File: src/rtl/counter_arb_pkg.sv
// Shared definitions for the counter arbiter: op encodings and run-state enum.
// Optional feature macro: COUNTER_ARB_SAT_EN (saturating INC / free-run).
package counter_arb_pkg;

  localparam logic [1:0] OPC_READ = 2'b00;
  localparam logic [1:0] OPC_INC  = 2'b01;
  localparam logic [1:0] OPC_LOAD = 2'b10;
  localparam logic [1:0] OPC_RUN  = 2'b11;

  typedef enum logic [1:0] {
    OP_READ = OPC_READ,
    OP_INC  = OPC_INC,
    OP_LOAD = OPC_LOAD,
    OP_RUN  = OPC_RUN
  } cnt_op_e;

  typedef enum logic {
    ST_IDLE = 1'b0,
    ST_RUN  = 1'b1
  } run_state_e;

endpackage

File: src/rtl/rr_pick.sv
// Round-robin picker: first valid requester at or above ptr_i, wrapping.
module rr_pick #(
  parameter int unsigned N  = 4,
  parameter int unsigned IW = $clog2(N)
) (
  input  logic [N-1:0]  valid_i,
  input  logic [IW-1:0] ptr_i,
  output logic [N-1:0]  gnt_o,
  output logic [IW-1:0] idx_o,
  output logic          any_o
);

  // Rotating priority search starting at the pointer.
  always_comb begin
    int unsigned j;
    logic        found;
    j     = '0;
    found = 1'b0;
    gnt_o = '0;
    idx_o = '0;
    for (int unsigned k = 0; k < N; k++) begin
      j = (32'(ptr_i) + k) % N;
      if (!found && valid_i[IW'(j)]) begin
        found            = 1'b1;
        gnt_o[IW'(j)]    = 1'b1;
        idx_o            = IW'(j);
      end
    end
    any_o = found;
  end

endmodule

File: src/rtl/counter_arbiter.sv
// Shared-counter access controller: round-robin arbitration of READ/INC/LOAD/RUN
// onto one counter, with a registered pre-op response.
// Optional feature macro: COUNTER_ARB_SAT_EN (INC and free-run saturate at all-ones).
module counter_arbiter #(
  parameter int unsigned NREQ  = 4,
  parameter int unsigned WIDTH = 32
) (
  input  logic                     clk,
  input  logic                     rst_n,
  input  logic [NREQ-1:0]          req_valid,
  output logic [NREQ-1:0]          req_ready,
  input  logic [2*NREQ-1:0]        req_op,
  input  logic [WIDTH*NREQ-1:0]    req_data,
  output logic                     rsp_valid,
  output logic [$clog2(NREQ)-1:0]  rsp_id,
  output logic [WIDTH-1:0]         rsp_data,
  output logic [WIDTH-1:0]         count,
  output logic                     running
);

  import counter_arb_pkg::*;

  localparam int unsigned IDW = $clog2(NREQ);

  run_state_e       state_q, state_d;
  logic [WIDTH-1:0] count_q, count_d;
  logic [IDW-1:0]   ptr_q, ptr_d;
  logic             rsp_valid_q, rsp_valid_d;
  logic [IDW-1:0]   rsp_id_q, rsp_id_d;
  logic [WIDTH-1:0] rsp_data_q, rsp_data_d;

  logic [NREQ-1:0]  gnt_c;
  logic [IDW-1:0]   gidx_c;
  logic             any_c;
  cnt_op_e          op_c;
  logic [WIDTH-1:0] opnd_c;
  logic [WIDTH-1:0] bumped_c;

  rr_pick #(
    .N  (NREQ),
    .IW (IDW)
  ) u_pick (
    .valid_i (req_valid),
    .ptr_i   (ptr_q),
    .gnt_o   (gnt_c),
    .idx_o   (gidx_c),
    .any_o   (any_c)
  );

  // Grant is suppressed while reset is held.
  assign req_ready = gnt_c & {NREQ{rst_n}};

  // Select the granted requester's op and operand.
  always_comb begin
    op_c   = OP_READ;
    opnd_c = '0;
    for (int unsigned i = 0; i < NREQ; i++) begin
      if (gidx_c == IDW'(i)) begin
        op_c   = cnt_op_e'(req_op[2*i +: 2]);
        opnd_c = req_data[WIDTH*i +: WIDTH];
      end
    end
  end

  // Counter increment, wrapping or saturating depending on build.
`ifdef COUNTER_ARB_SAT_EN
  assign bumped_c = (&count_q) ? count_q : count_q + WIDTH'(1);
`else
  assign bumped_c = count_q + WIDTH'(1);
`endif

  // Next-state: LOAD beats INC beats free-run; RUN takes effect next cycle.
  always_comb begin
    state_d     = state_q;
    count_d     = count_q;
    ptr_d       = ptr_q;
    rsp_valid_d = any_c;
    rsp_id_d    = rsp_id_q;
    rsp_data_d  = rsp_data_q;
    if (state_q == ST_RUN) begin
      count_d = bumped_c;
    end
    if (any_c) begin
      ptr_d      = (gidx_c == IDW'(NREQ-1)) ? '0 : gidx_c + IDW'(1);
      rsp_id_d   = gidx_c;
      rsp_data_d = count_q;
      case (op_c)
        OP_INC:  count_d = bumped_c;
        OP_LOAD: count_d = opnd_c;
        OP_RUN:  state_d = opnd_c[0] ? ST_RUN : ST_IDLE;
        default: ;
      endcase
    end
  end

  // State registers; reset drops any pending response.
  always_ff @(posedge clk or negedge rst_n) begin
    if (!rst_n) begin
      state_q     <= ST_IDLE;
      count_q     <= '0;
      ptr_q       <= '0;
      rsp_valid_q <= 1'b0;
      rsp_id_q    <= '0;
      rsp_data_q  <= '0;
    end else begin
      state_q     <= state_d;
      count_q     <= count_d;
      ptr_q       <= ptr_d;
      rsp_valid_q <= rsp_valid_d;
      rsp_id_q    <= rsp_id_d;
      rsp_data_q  <= rsp_data_d;
    end
  end

  assign rsp_valid = rsp_valid_q;
  assign rsp_id    = rsp_id_q;
  assign rsp_data  = rsp_data_q;
  assign count     = count_q;
  assign running   = (state_q == ST_RUN);

endmodule

File: config.mk
export PLATFORM = sky130hd
export DESIGN_NAME = counter_arbiter
export DESIGN_NICKNAME = d
export VERILOG_FILES = /design/src/rtl/counter_arb_pkg.sv /design/src/rtl/rr_pick.sv /design/src/rtl/counter_arbiter.sv
export SDC_FILE = /design/constraint.sdc
export NUM_CORES = 1
export LEC_CHECK = 0
export ABC_AREA = 0
export CAP_MARGIN = 20
export CORE_MARGIN = 4
export CORE_UTILIZATION = 31
export CTS_BUF_LIST = sky130_fd_sc_hd__clkbuf_8
export CTS_CLUSTER_SIZE = 8
export DETAILED_ROUTE_END_ITERATION = 10
export DONT_BUFFER_PORTS = 1
export PLACE_DENSITY = 0.46
export SLEW_MARGIN = 20
export SYNTH_ARGS = -nofsm -noshare
export SYNTH_HDL_FRONTEND = slang
export SYNTH_SLANG_ARGS = --single-unit
File: constraint.sdc
create_clock -name clk -period 5.32 [get_ports clk]
set_input_delay 1.064 -clock clk [delete_from_list [all_inputs] [get_ports clk]]
set_output_delay 1.064 -clock clk [all_outputs]
set_load 0.03 [all_outputs]
Word-level counts from Yosys, hierarchy flattened
Index checks and enable logic that the tools add are counted.
- $add $sub $neg: 5
- $mul: 0
- div/mod/pow operators: 0
- order comparisons: 8
- equality and inequality tests: 6
- shift-type cells: 0
- multiplexer cells: 41
- bitwise logic cells: 4
- reductions and logical operators: 12
- operators by type and width (kind ; number):
    two-way mux 32 bit ; 6
    one-hot mux 32 bit (2 select lines) ; 1
    adder 32 x 1 -> 32 bit (second input constant) ; 1
    two-way mux 2 bit ; 9
    two-way mux 4 bit ; 4
    two-way mux 1 bit ; 13
    < comparator 2 x 3 -> 1 bit (second input constant) ; 4
    OR 4 bit ; 3
    binary-select mux 1 bit (select 2 bit) ; 4
    demux 1 bit (select 2 bit) ; 4
    == test 2 bit (second input constant) ; 4
    greater-or-equal comparator 2 x 1 -> 1 bit (second input constant) ; 4
    logical AND 1 bit ; 7
    adder 2 x 1 -> 2 bit (second input constant) ; 2
    adder 2 bit (second input constant) ; 2
    bitwise AND 4 bit ; 1
    == test 2 x 1 -> 1 bit (second input constant) ; 2
    logical NOT 1 bit ; 3
    logical NOT 2 bit ; 1
    AND reduction 2 bit ; 1
- bits in registers: 70
- latch bits: 0
- RAM bits: 0
- bits in read-only memories: 0
- input port bits: 142
- output and inout bits: 72
- logic and storage cells: 82
- memories kept: 0

Logic depth before layout (Yosys ltp)
Gate-level depths: netlist of run 1.
- word-level depth: 20
- depth in mapped cells: 25
- gate-level depth less buffers: 18

Hierarchy
Synthesis of run 1 repeated with hierarchy kept, for this count alone.
- cell total of the unflattened synthesis: 489
- area, all modules: 4772.1 µm²
- modules (own cells, without submodules) (module ; times used ; cells an instance ; area an instance (µm²) ; seq. area each (µm²)):
    counter_arbiter ; 1 ; 444 ; 4350.4 ; 1751.7
    rr_pick ; 1 ; 45 ; 421.7 ; 0.0

Least setup slack after synthesis of run 1
Ideal clock, no wire load.
- path kind: register to register
- from: reg ptr_q[0]
- to: reg count_q[26] (netlist: count[26])
- library setup time: 83 ps
- arrival time: 5333 ps
- data required time: 5237 ps
- slack: -96 ps
- cell stages (with the launch flop): 26
- buffers on the path: 7
- clock period less this slack: 5416 ps
- cells stage by stage: dfrtp_1 -> clkbuf_1 -> clkbuf_1 -> inv_1 -> ha_1 -> buf_1 -> mux4_2 -> nor3b_1 -> a21oi_1 -> o211a_1 -> inv_1 -> ha_1 -> clkbuf_1 -> nor2b_1 -> clkbuf_1 -> clkbuf_1 -> a221oi_1 -> nor3_1 -> a21o_1 -> ha_1 -> o41ai_1 -> a211o_1 -> clkbuf_1 -> or3b_2 -> xor2_1 -> o22ai_1
- longest elaborated chain between the ends: 20
- elaborated cells on any way between the ends: 41
- those cells by class: add/sub (3); eq/ne (5); mux (26); reduce/logical (7)
- RTL lines (item ; RTL line ; RTL):
    start, declared ; counter_arbiter.sv:27 ; logic [IDW-1:0] ptr_q, ptr_d;
    start signal, assigned ; counter_arbiter.sv:108 ; ptr_q <= ptr_d;
    parallel branches: the longest is 11 deep, another holds adder 2 x 1 -> 2 bit ; -- ;
    two-way mux 2 bit * ; rr_pick.sv:23 ; if (!found && valid_i[IW'(j)]) begin
    net gidx_c[0] ; counter_arbiter.sv:33 ; logic [IDW-1:0] gidx_c;
    logical NOT 2 bit ; counter_arbiter.sv:58 ; if (gidx_c == IDW'(i)) begin
    two-way mux 2 bit (4 in a row) ; counter_arbiter.sv:58 ;
    == test 2 bit / == test 2 x 1 -> 1 bit (equally long branches) ; counter_arbiter.sv:87 ; case (op_c)
    one-hot mux 32 bit (2 select lines) * ; counter_arbiter.sv:87 ;
    two-way mux 32 bit * ; counter_arbiter.sv:83 ; if (any_c) begin
    net count_d[26] ; counter_arbiter.sv:26 ; logic [WIDTH-1:0] count_q, count_d;
    end signal, assigned ; counter_arbiter.sv:107 ; count_q <= count_d;
    end, declared ; counter_arbiter.sv:26 ;
Mark *: on every way through the listed nets, which the timed path passes. The select of a mux whose other input is x is not followed.
A chain may end at the register's enable or synchronous reset.

Worst setup path after layout of run 1
- from: reg ptr_q[1]
- to: reg count_q[26] (netlist: count[26])
The elaborated chain is that of the path after synthesis.

==> results.sh, run 1 <==
export IMPL_p_total_mw=4.14
export IMPL_synth_warnings=0
export IMPL_crit_type="reg -> reg"
export IMPL_port_buffers=0
export IMPL_synth_top_family_by_area="simple AND/OR/NAND/NOR gates"
export IMPL_cp_required_ns=5.59
export IMPL_whs_ns=0.394
export IMPL_tightest_slew_ns=1.03
export IMPL_firstDrtPassIters=4
export IMPL_cp_data_arrival_time_ns=5.24
export IMPL_critPathMaxFanout=10
export IMPL_fin_nets=694
export IMPL_grt_pass1_wl_um=24600
export IMPL_final_util=0.343
export IMPL_start_util=0.319
export IMPL_synth_top_area_share=0.375
export IMPL_worstPathCellList="inv_1 > ha_1 > mux4_2 > nor3b_1 > a21oi_1 > o211a_1 > inv_1 > ha_1 > a221oi_1 > nor3_1 > a21o_1 > ha_1 > o41ai_1 > a211o_1 > or3b_2 > xor2_1 > o22ai_1"
export IMPL_synth_mux_area_fraction=0.0163
export IMPL_synth_compound_area_frac=0.204
export IMPL_finalWirelength_um=16700
export IMPL_clkSinkCount=70
export IMPL_period_needed_ns=4.97
export IMPL_yosysTopAreaCell="dfrtp_1"
export IMPL_slew_violations=0
export IMPL_clk_path_buf_depth=2
export IMPL_cts_tree="yes"
export IMPL_synth_area_top_cells="dfrtp_1, nand2_1, a221oi_1, nor2b_1, nor3_1"
export IMPL_synthArstFlopShare=1.00
export IMPL_synthSimpleGateAreaFrac=0.256
export IMPL_routed_via_density=5.65
export IMPL_grt_max_degree=76
export IMPL_critical_path_max_stage_delay_ns=0.52
export IMPL_worstSetupEndpointType="register"
export IMPL_die_w_um=131
export IMPL_grt_setup_unrepaired="false"
export IMPL_skew_ns=0.0114
export IMPL_clk_pin_slew_ns=0.08
export IMPL_grt_util_all_layers=0.191
export IMPL_gr_total_overflow=0
export IMPL_powerDensity_nw_per_um2=825
export IMPL_leakagePower_nw=2.03
export IMPL_synth_area_sq_um=4670
export IMPL_setup_violations=0
export IMPL_syn_nets=719
export IMPL_drcViolationCount=0
export IMPL_gp_congestion=0.840
export IMPL_vias=4095
export IMPL_cp_common_cell="ha_1"
export IMPL_max_freq_ghz=0.201
export IMPL_ys_seq_area_frac=0.375
export IMPL_dieArea_sq_um=17100
export IMPL_synth_xor_xnor_area_share=0.0544
export IMPL_slew_headroom=0.315
export IMPL_synth_cell_types=49
export IMPL_min_period_over_period=0.934
export IMPL_cts_hold_buf=0
export IMPL_crit_path_top_delay_cell="or3b_2"
export IMPL_diodes=0
export IMPL_start_kind="register"
export IMPL_rows=44
export IMPL_numCtsBuffers=9
export IMPL_area_growth_pct=7.50
export IMPL_hp_class="in -> async"
export IMPL_dp_hpwl_um=12700
export IMPL_synthFlopType="dfrtp_1"
export IMPL_ant_nets=0
export IMPL_synth_adder_area_share=0.0429
export IMPL_hold_viol=0
export IMPL_yosysMostFrequentCell="nand2_1"
export IMPL_setup_tns_ns=0
export IMPL_synth_edff_count=0
export IMPL_outcome="finished, final reports clean"
export IMPL_ys_seq_elements=70
export IMPL_h_tree_depth=3
export IMPL_syn_area_per_cell_sq_um=8.32
export IMPL_synth_common_cells="nand2_1, dfrtp_1, clkbuf_1"
export IMPL_clk_latency_ns=0.35
export IMPL_drv_cap=0
export IMPL_drive_gt1_frac=0.0721
export IMPL_io_pins=214
export IMPL_ir_worst_vdd_mv=0.419
export IMPL_root_buffer="clkbuf_8"
export IMPL_antenna_found_initial=0
export IMPL_drtIter0Drc=198
export IMPL_syn_inst=561
export IMPL_coreArea_sq_um=14600
export IMPL_fp_dieH_um=131
export IMPL_grt_pass1_vias=3990
export IMPL_routedWlPerCell_um=23.0
-- layer usage --
| layer | GRT usage | vias to the layer above | part of all wire |
|---|---|---|---|
| met1 | 0.278 | 1909 | 0.48 |
| met2 | 0.287 | 185 | 0.44 |
| met4 | 0.0399 | 0 | 0.0092 |
| met3 | 0.0484 | 11 | 0.077 |
| li1 | - | 1990 | - |
| met5 | 0 | - | 0 |
-- state kept, by name (all words and copies together), names as in the netlist --
signal,count
rsp_valid,1
rsp_id,2
count,32
running,1
rsp_data,32
ptr_q,2
-- power breakdown --
group	switching (mW)	internal [mW]
registers	0.426	0.678
logic	1.63	0.957
clock network	0.210	0.238
-- final cells by class --
type	count	area, sq um
clock buffer	11	151
clock inverter	5	48.8
fill	1555	9630
inverter	18	67.6
multi-input combinational	427	2690
sequential	70	1750
tap	184	230
timing repair buffer	10	75.1
-- placed cells by master (no fill, tap or decap), drive strengths merged, types with 7 or more instances in the layout --
master	n
a21oi	39
nor3	43
xor2	7
xnor2	22
clkbuf	11
inv	19
o22ai	29
nor2b	35
o21ai	11
dfrtp	70
buf	10
ha	16
nor4	9
nand3	7
nor2	12
a221oi	33
nand2	96
nand4	10
-- cell families after synthesis --
logic type                 Yosys count
buffers and inverters               64
DFF                                 70
and+or+nand+nor                    239
adders and majority gates           16
AOI/OAI and AO/OA                  138
muxes                                5
xor gates and xnor gates            29
-- per-stage QoR --
stage	instance area (sq um)	setup WS [ns]	cells
6_report	5020	0.353	725
5_1_grt	5020	0.0949	725
4_1_cts	5020	0.306	725
3_5_place_dp	4820	0.263	709
3_3_place_gp	4820	0.384	709
2_1_floorplan	4670	0.00172	561
-- timing repair --
item / 4_1_cts / 5_1_grt
setup endpoints to repair: 0 / 4
buffers inserted: 0 / 0
gates resized for setup: 0 / 1
-- final timing paths --
path | from | end | depth (start not counted) | slack [ns]
min reg2reg | rsp_data[24] | rsp_data[24] | 2 | 0.67
min | rst_n | rsp_data[17] | 0 | 0.39
max | ptr_q[1] | count[26] | 17 | 0.35
max reg2reg | ptr_q[1] | count[26] | 17 | 0.35
min in group clk | rsp_data[24] | rsp_data[24] | 2 | 0.67
max in group asynchronous | rst_n | count[1] | 0 | 4.81
-- worst max-delay path: cells and delay by family, from the launching register on --
kind            cells  cell delay [ns]
compound gates      7             1.78
buf+inv             2             0.23
simple gates        3             0.78
fa+ha+maj           3             1.06
mux                 1             0.42
flops               1             0.47
xor+xnor            1             0.15
No activity file was read; power rests on OpenSTA's default activity.
==> run 2, diff against run 1 <==
--- a/config.mk
+++ b/config.mk
@@ -5,15 +5,14 @@
 export SDC_FILE = /design/constraint.sdc
 export NUM_CORES = 1
 export LEC_CHECK = 0
-export ABC_AREA = 0
 export CAP_MARGIN = 20
 export CORE_MARGIN = 4
-export CORE_UTILIZATION = 31
+export CORE_UTILIZATION = 60
 export CTS_BUF_LIST = sky130_fd_sc_hd__clkbuf_8
 export CTS_CLUSTER_SIZE = 8
 export DETAILED_ROUTE_END_ITERATION = 10
 export DONT_BUFFER_PORTS = 1
-export PLACE_DENSITY = 0.46
+export PLACE_DENSITY = 0.79
 export SLEW_MARGIN = 20
 export SYNTH_ARGS = -nofsm -noshare
 export SYNTH_HDL_FRONTEND = slang
==> run 2 against run 1 <==
  * Count of clock-buffer cells in the layout fell by 1
  * Core utilization up 33 points
  * Cell area is 1.1% lower
  * Via count rose by 6.3%
  * Highest routed layer unchanged
==> results.sh, run 2 (same netlist as run 1, synthesis figures left out) <==
export IMPL_gr_total_overflow=0
export IMPL_setup_violations=0
export IMPL_crit_type="reg -> reg"
export IMPL_timing_rr_end="count[26]"
export IMPL_seqCellArea_sq_um=1750
export IMPL_p_int_mw=1.97
export IMPL_numCtsBuffers=9
export IMPL_cts_hold_buf=0
export IMPL_rrSetupSlack_ns=0.25
export IMPL_io_pins=214
export IMPL_tightest_slew_ns=0.919
export IMPL_h_tree_depth=3
export IMPL_post_cts_resize_count=0
export IMPL_grt_max_degree=76
export IMPL_grt_util_all_layers=0.316
export IMPL_gp_congestion=0.879
export IMPL_drv_cap=0
export IMPL_fin_nets=695
export IMPL_cts_tree="yes"
export IMPL_start_kind="register"
export IMPL_fill_cells=596
export IMPL_routed_via_density=6.79
export IMPL_skew_ns=0.0123
export IMPL_powerDensity_nw_per_um2=832
export IMPL_ant_nets=0
export IMPL_worstSetupEndpointType="register"
export IMPL_grt_setup_unrepaired="false"
export IMPL_die_w_um=96.2
export IMPL_grt_pass1_vias=4120
export IMPL_leakagePower_nw=2.05
export IMPL_coreArea_sq_um=7410
export IMPL_slew_headroom=0.383
export IMPL_start_util=0.630
export IMPL_diodes=0
export IMPL_setup_tns_ns=0
export IMPL_cp_required_ns=5.59
export IMPL_ir_worst_vdd_mv=0.881
export IMPL_clk_path_buf_depth=2
export IMPL_drcViolationCount=0
export IMPL_root_buffer="clkbuf_8"
export IMPL_rows=31
export IMPL_final_common_cell="nand2_1"
export IMPL_grt_pass1_wl_um=22000
export IMPL_drtIter0Drc=306
export IMPL_critPathMaxFanout=10
export IMPL_antenna_found_initial=0
export IMPL_pwr_share_seq=0.264
export IMPL_crit_path_end="count[26]"
export IMPL_period_needed_ns=5.07
export IMPL_power_frac_comb=0.607
export IMPL_dieArea_sq_um=9260
export IMPL_clkSinkCount=70
export IMPL_multi_input_area_sq_um=2690
export IMPL_reg2regPathDepth=17
export IMPL_dp_hpwl_um=11000
export IMPL_final_util=0.670
export IMPL_drive_gt1_frac=0.0738
export IMPL_finalWirelength_um=14600
export IMPL_critical_path_startpoint="ptr_q[1]"
export IMPL_port_buffers=0
export IMPL_outcome="finished, final reports clean"
export IMPL_fp_dieH_um=96.2
export IMPL_layout_common_cells="nand2_1, dfrtp_1, nor3_1"
export IMPL_slew_violations=0
export IMPL_sw_frac_of_total=0.524
export IMPL_cp_data_arrival_time_ns=5.33
export IMPL_rr_startpoint="ptr_q[1]"
export IMPL_min_period_over_period=0.953
export IMPL_clk_pin_slew_ns=0.08
export IMPL_max_freq_ghz=0.197
export IMPL_vias=4355
export IMPL_routedWlPerCell_um=22.7
export IMPL_switching_power_mw=2.16
export IMPL_hp_class="in -> async"
export IMPL_whs_ns=0.402
export IMPL_clk_latency_ns=0.35
export IMPL_area_growth_pct=6.35
export IMPL_postCtsSetupRepairBufs=0
export IMPL_firstDrtPassIters=5
export IMPL_hold_viol=0
export IMPL_pwr_share_clk=0.129
run 2: critical path, stage by stage (launching register included):
cell and delay [ns]:
dfrtp_1 0.52, inv_1 0.16, ha_1 0.46, mux4_2 0.41
nor3b_1 0.17, a21oi_1 0.14, o211a_1 0.30, inv_1 0.11
ha_1 0.28, a221oi_1 0.36, nor3_1 0.08, a21o_1 0.19
ha_1 0.32, o41ai_1 0.17, a211o_1 0.48, or3b_2 0.52
xor2_1 0.15, o22ai_1 0.16
run 2: worst min path at each step:
stage | startpoint | end | slack [ns] | depth (start not counted)
final | rst_n | count[19] | 0.40 | 0
after global routing | rst_n | rsp_data[13] | 0.38 | 0
after CTS | rst_n | rsp_id[0] | 0.39 | 0
after detailed placement | rsp_data[31] | rsp_data[31] | 0.66 | 2
after global placement | rsp_data[22] | rsp_data[22] | 0.66 | 2
after floorplan | rsp_data[0] | rsp_data[0] | 0.65 | 2
run 2: area by class of cell:
cell class / instances / area share
clock buffer: 10 / 0.0277
clock inverter: 6 / 0.0219
inverter: 18 / 0.0136
multi-input combinational: 427 / 0.542
sequential: 70 / 0.353
tap: 99 / 0.0249
timing repair buffer: 11 / 0.0166
run 2: layer usage:
layer / vias to the layer above / part of all wire / track usage
met5: - / 0 / 0
met4: 0 / 0.033 / 0.143
met3: 30 / 0.11 / 0.0884
met2: 264 / 0.47 / 0.494
met1: 2075 / 0.38 / 0.406
li1: 1986 / - / -
run 2: power groups by stage:
stage / Clock [mW] / Combinational [mW] / Sequential (mW)
after CTS: 0.536 / 2.47 / 1.09
after global routing: 0.561 / 2.78 / 1.11
after global placement: 0 / 2.41 / 1.09
after detailed placement: 0 / 2.46 / 1.10
final: 0.532 / 2.51 / 1.09
after floorplan: 0 / 1.91 / 1.04
run 2: per-stage QoR:
step                std cells  instance area [sq um]  total power, mW  setup WS, ns
global placement          625                   4720             3.50         0.449
finish                    641                   4960             4.13         0.252
detailed placement        625                   4720             3.56         0.271
CTS                       641                   4960             4.10         0.324
global route              641                   4960             4.46       0.00771
floorplan                 561                   4670             2.95       0.00172
==> run 3, diff against run 2 <==
--- a/config.mk
+++ b/config.mk
@@ -6,13 +6,15 @@
 export NUM_CORES = 1
 export LEC_CHECK = 0
 export CAP_MARGIN = 20
+export CELL_PAD_IN_SITES_DETAIL_PLACEMENT = 1
+export CELL_PAD_IN_SITES_GLOBAL_PLACEMENT = 1
 export CORE_MARGIN = 4
-export CORE_UTILIZATION = 60
+export CORE_UTILIZATION = 42
 export CTS_BUF_LIST = sky130_fd_sc_hd__clkbuf_8
 export CTS_CLUSTER_SIZE = 8
 export DETAILED_ROUTE_END_ITERATION = 10
 export DONT_BUFFER_PORTS = 1
-export PLACE_DENSITY = 0.79
+export PLACE_DENSITY = 0.78
 export SLEW_MARGIN = 20
 export SYNTH_ARGS = -nofsm -noshare
 export SYNTH_HDL_FRONTEND = slang
==> run 3 against run 2 <==
  * Global-route usage fell by 6.0 points
  * Power down 0.78%
  * Sequential power barely moved
  * Non-clock buffer count shrank 1
  * Flip-flop and latch count is the same
  * Sequential share of layout area up 0.11 points
  * Via count is 1.0% lower
  * Clock power down 22%
  * Fmax grew 1.1%
  * Cell area decreased by 0.30%
  * Count of clock-buffer cells in the layout shrank 1
  * Combinational power up 3%
  * Critical path type unchanged
==> results.sh, run 3 (same netlist as run 1, synthesis figures left out) <==
export IMPL_clk_pin_slew_ns=0.08
export IMPL_gr_total_overflow=0
export IMPL_tightest_slew_ns=1.06
export IMPL_critical_path_startpoint="ptr_q[1]"
export IMPL_port_buffers=0
export IMPL_start_kind="register"
export IMPL_root_buffer="clkbuf_8"
export IMPL_grt_util_all_layers=0.257
export IMPL_setup_tns_ns=0
export IMPL_crit_path_end="count[26]"
export IMPL_fin_ws_ns=0.307
export IMPL_rrSetupSlack_ns=0.31
export IMPL_routed_via_density=6.31
export IMPL_antenna_found_initial=2
export IMPL_postCtsSetupRepairBufs=0
export IMPL_grt_pass1_vias=4511
export IMPL_cts_tree="yes"
export IMPL_finalWirelength_um=16500
export IMPL_cp_required_ns=5.58
export IMPL_slew_violations=0
export IMPL_area_growth_pct=6.03
export IMPL_routedWlPerCell_um=24.1
export IMPL_grt_setup_unrepaired="false"
export IMPL_final_common_cell="nand2_1"
export IMPL_place_ws_ns=0.256
export IMPL_outcome="finished, final reports clean"
export IMPL_reg2regPathDepth=17
export IMPL_leakagePower_nw=2.03
export IMPL_firstDrtPassIters=4
export IMPL_rr_startpoint="ptr_q[1]"
export IMPL_h_tree_depth=3
export IMPL_worstSetupEndpointType="register"
export IMPL_period_needed_ns=5.01
export IMPL_gp_congestion=0.888
export IMPL_drcViolationCount=0
export IMPL_cp_data_arrival_time_ns=5.27
export IMPL_clkSinkCount=70
export IMPL_fin_nets=694
export IMPL_numCtsBuffers=9
export IMPL_post_cts_resize_count=0
export IMPL_dieArea_sq_um=12900
export IMPL_hp_class="in -> async"
export IMPL_drv_cap=0
export IMPL_powerDensity_nw_per_um2=828
export IMPL_cts_hold_buf=0
export IMPL_max_freq_ghz=0.199
export IMPL_ir_worst_vdd_mv=0.598
export IMPL_clk_path_buf_depth=2
export IMPL_ant_nets=0
export IMPL_min_period_over_period=0.942
export IMPL_clk_latency_ns=0.34
export IMPL_skew_ns=0.0127
export IMPL_crit_type="reg -> reg"
export IMPL_fill_cells=1302
export IMPL_drive_gt1_frac=0.0665
export IMPL_die_w_um=113
export IMPL_vias=4311
export IMPL_timing_rr_end="count[26]"
export IMPL_layout_common_cells="nand2_1, dfrtp_1, nor3_1"
export IMPL_drtIter0Drc=258
export IMPL_hold_viol=0
export IMPL_fp_dieH_um=113
export IMPL_io_pins=214
export IMPL_grt_max_degree=76
export IMPL_start_util=0.431
export IMPL_slew_headroom=0.290
export IMPL_coreArea_sq_um=10800
export IMPL_dp_hpwl_um=12700
export IMPL_grt_pass1_wl_um=25800
export IMPL_critPathMaxFanout=10
export IMPL_rows=38
export IMPL_setup_violations=0
## run 3: cell count changes in the layout (fill, tap and decap cells not counted), sizes merged
cell and delta:
bufinv -2, inv +4, diode +2, clkinvlp +1, clkbuf -1, buf -1, clkinv -2
## run 3: where the power goes
part | internal [mW] | leakage [nW] | total, mW | switching, mW
logic | 0.956 | 0.993 | 2.59 | 1.63
clock network | 0.210 | 0.103 | 0.414 | 0.204
registers | 0.677 | 0.929 | 1.09 | 0.418
## run 3: area by class of cell
type | instances | area [sq um] | share of cell area
Multi-Input combinational cell | 427 | 2690 | 0.544
Sequential cell | 70 | 1750 | 0.354
Tap cell | 140 | 175 | 0.0354
Clock buffer | 9 | 124 | 0.0250
Timing Repair Buffer | 10 | 75.1 | 0.0152
Inverter | 18 | 67.6 | 0.0137
Clock inverter | 7 | 58.8 | 0.0119
Antenna cell | 2 | 5.00 | 0.00101
## run 3: how the worst min path moves through the flow
stage	cells past startpoint	endpoint	slack, ns	from
2_1_floorplan	2	rsp_data[0]	0.65	rsp_data[0]
3_5_place_dp	2	rsp_data[13]	0.67	rsp_data[13]
3_3_place_gp	2	rsp_data[19]	0.66	rsp_data[19]
6_report	0	count[15]	0.42	rst_n
4_1_cts	0	count[9]	0.39	rst_n
5_1_grt	0	rsp_data[8]	0.38	rst_n
## run 3: worst max-delay path, cell delays in order, from the launching register on
cell      delay (ns)
dfrtp_1         0.52
inv_1           0.17
ha_1            0.48
mux4_2          0.43
nor3b_1         0.17
a21oi_1         0.12
o211a_1         0.27
inv_1           0.11
ha_1            0.28
a221oi_1        0.33
nor3_1          0.08
a21o_1          0.19
ha_1            0.31
o41ai_1         0.16
a211o_1         0.48
or3b_2          0.52
xor2_1          0.16
o22ai_1         0.16
## run 3: per-stage QoR
| step | power (mW) | hold slack [ns] | utilization | cells | instance area (sq um) |
|---|---|---|---|---|---|
| floorplan | 2.95 | 0.645 | - | 561 | 4670 |
| global placement | 3.59 | 0.661 | 0.439 | 665 | 4760 |
| detailed placement | 3.69 | 0.668 | 0.439 | 665 | 4760 |
| CTS | 4.11 | 0.391 | 0.456 | 681 | 4940 |
| global route | 4.46 | 0.383 | 0.457 | 683 | 4950 |
| finish | 4.10 | 0.418 | 0.457 | 683 | 4950 |
## run 3: routing by layer
layer | part of all wire | up-vias | GRT usage
met5 | 0 | - | 0
met4 | 0.033 | 0 | 0.104
met3 | 0.086 | 30 | 0.0865
met2 | 0.45 | 183 | 0.382
met1 | 0.43 | 2118 | 0.344
li1 | - | 1980 | -
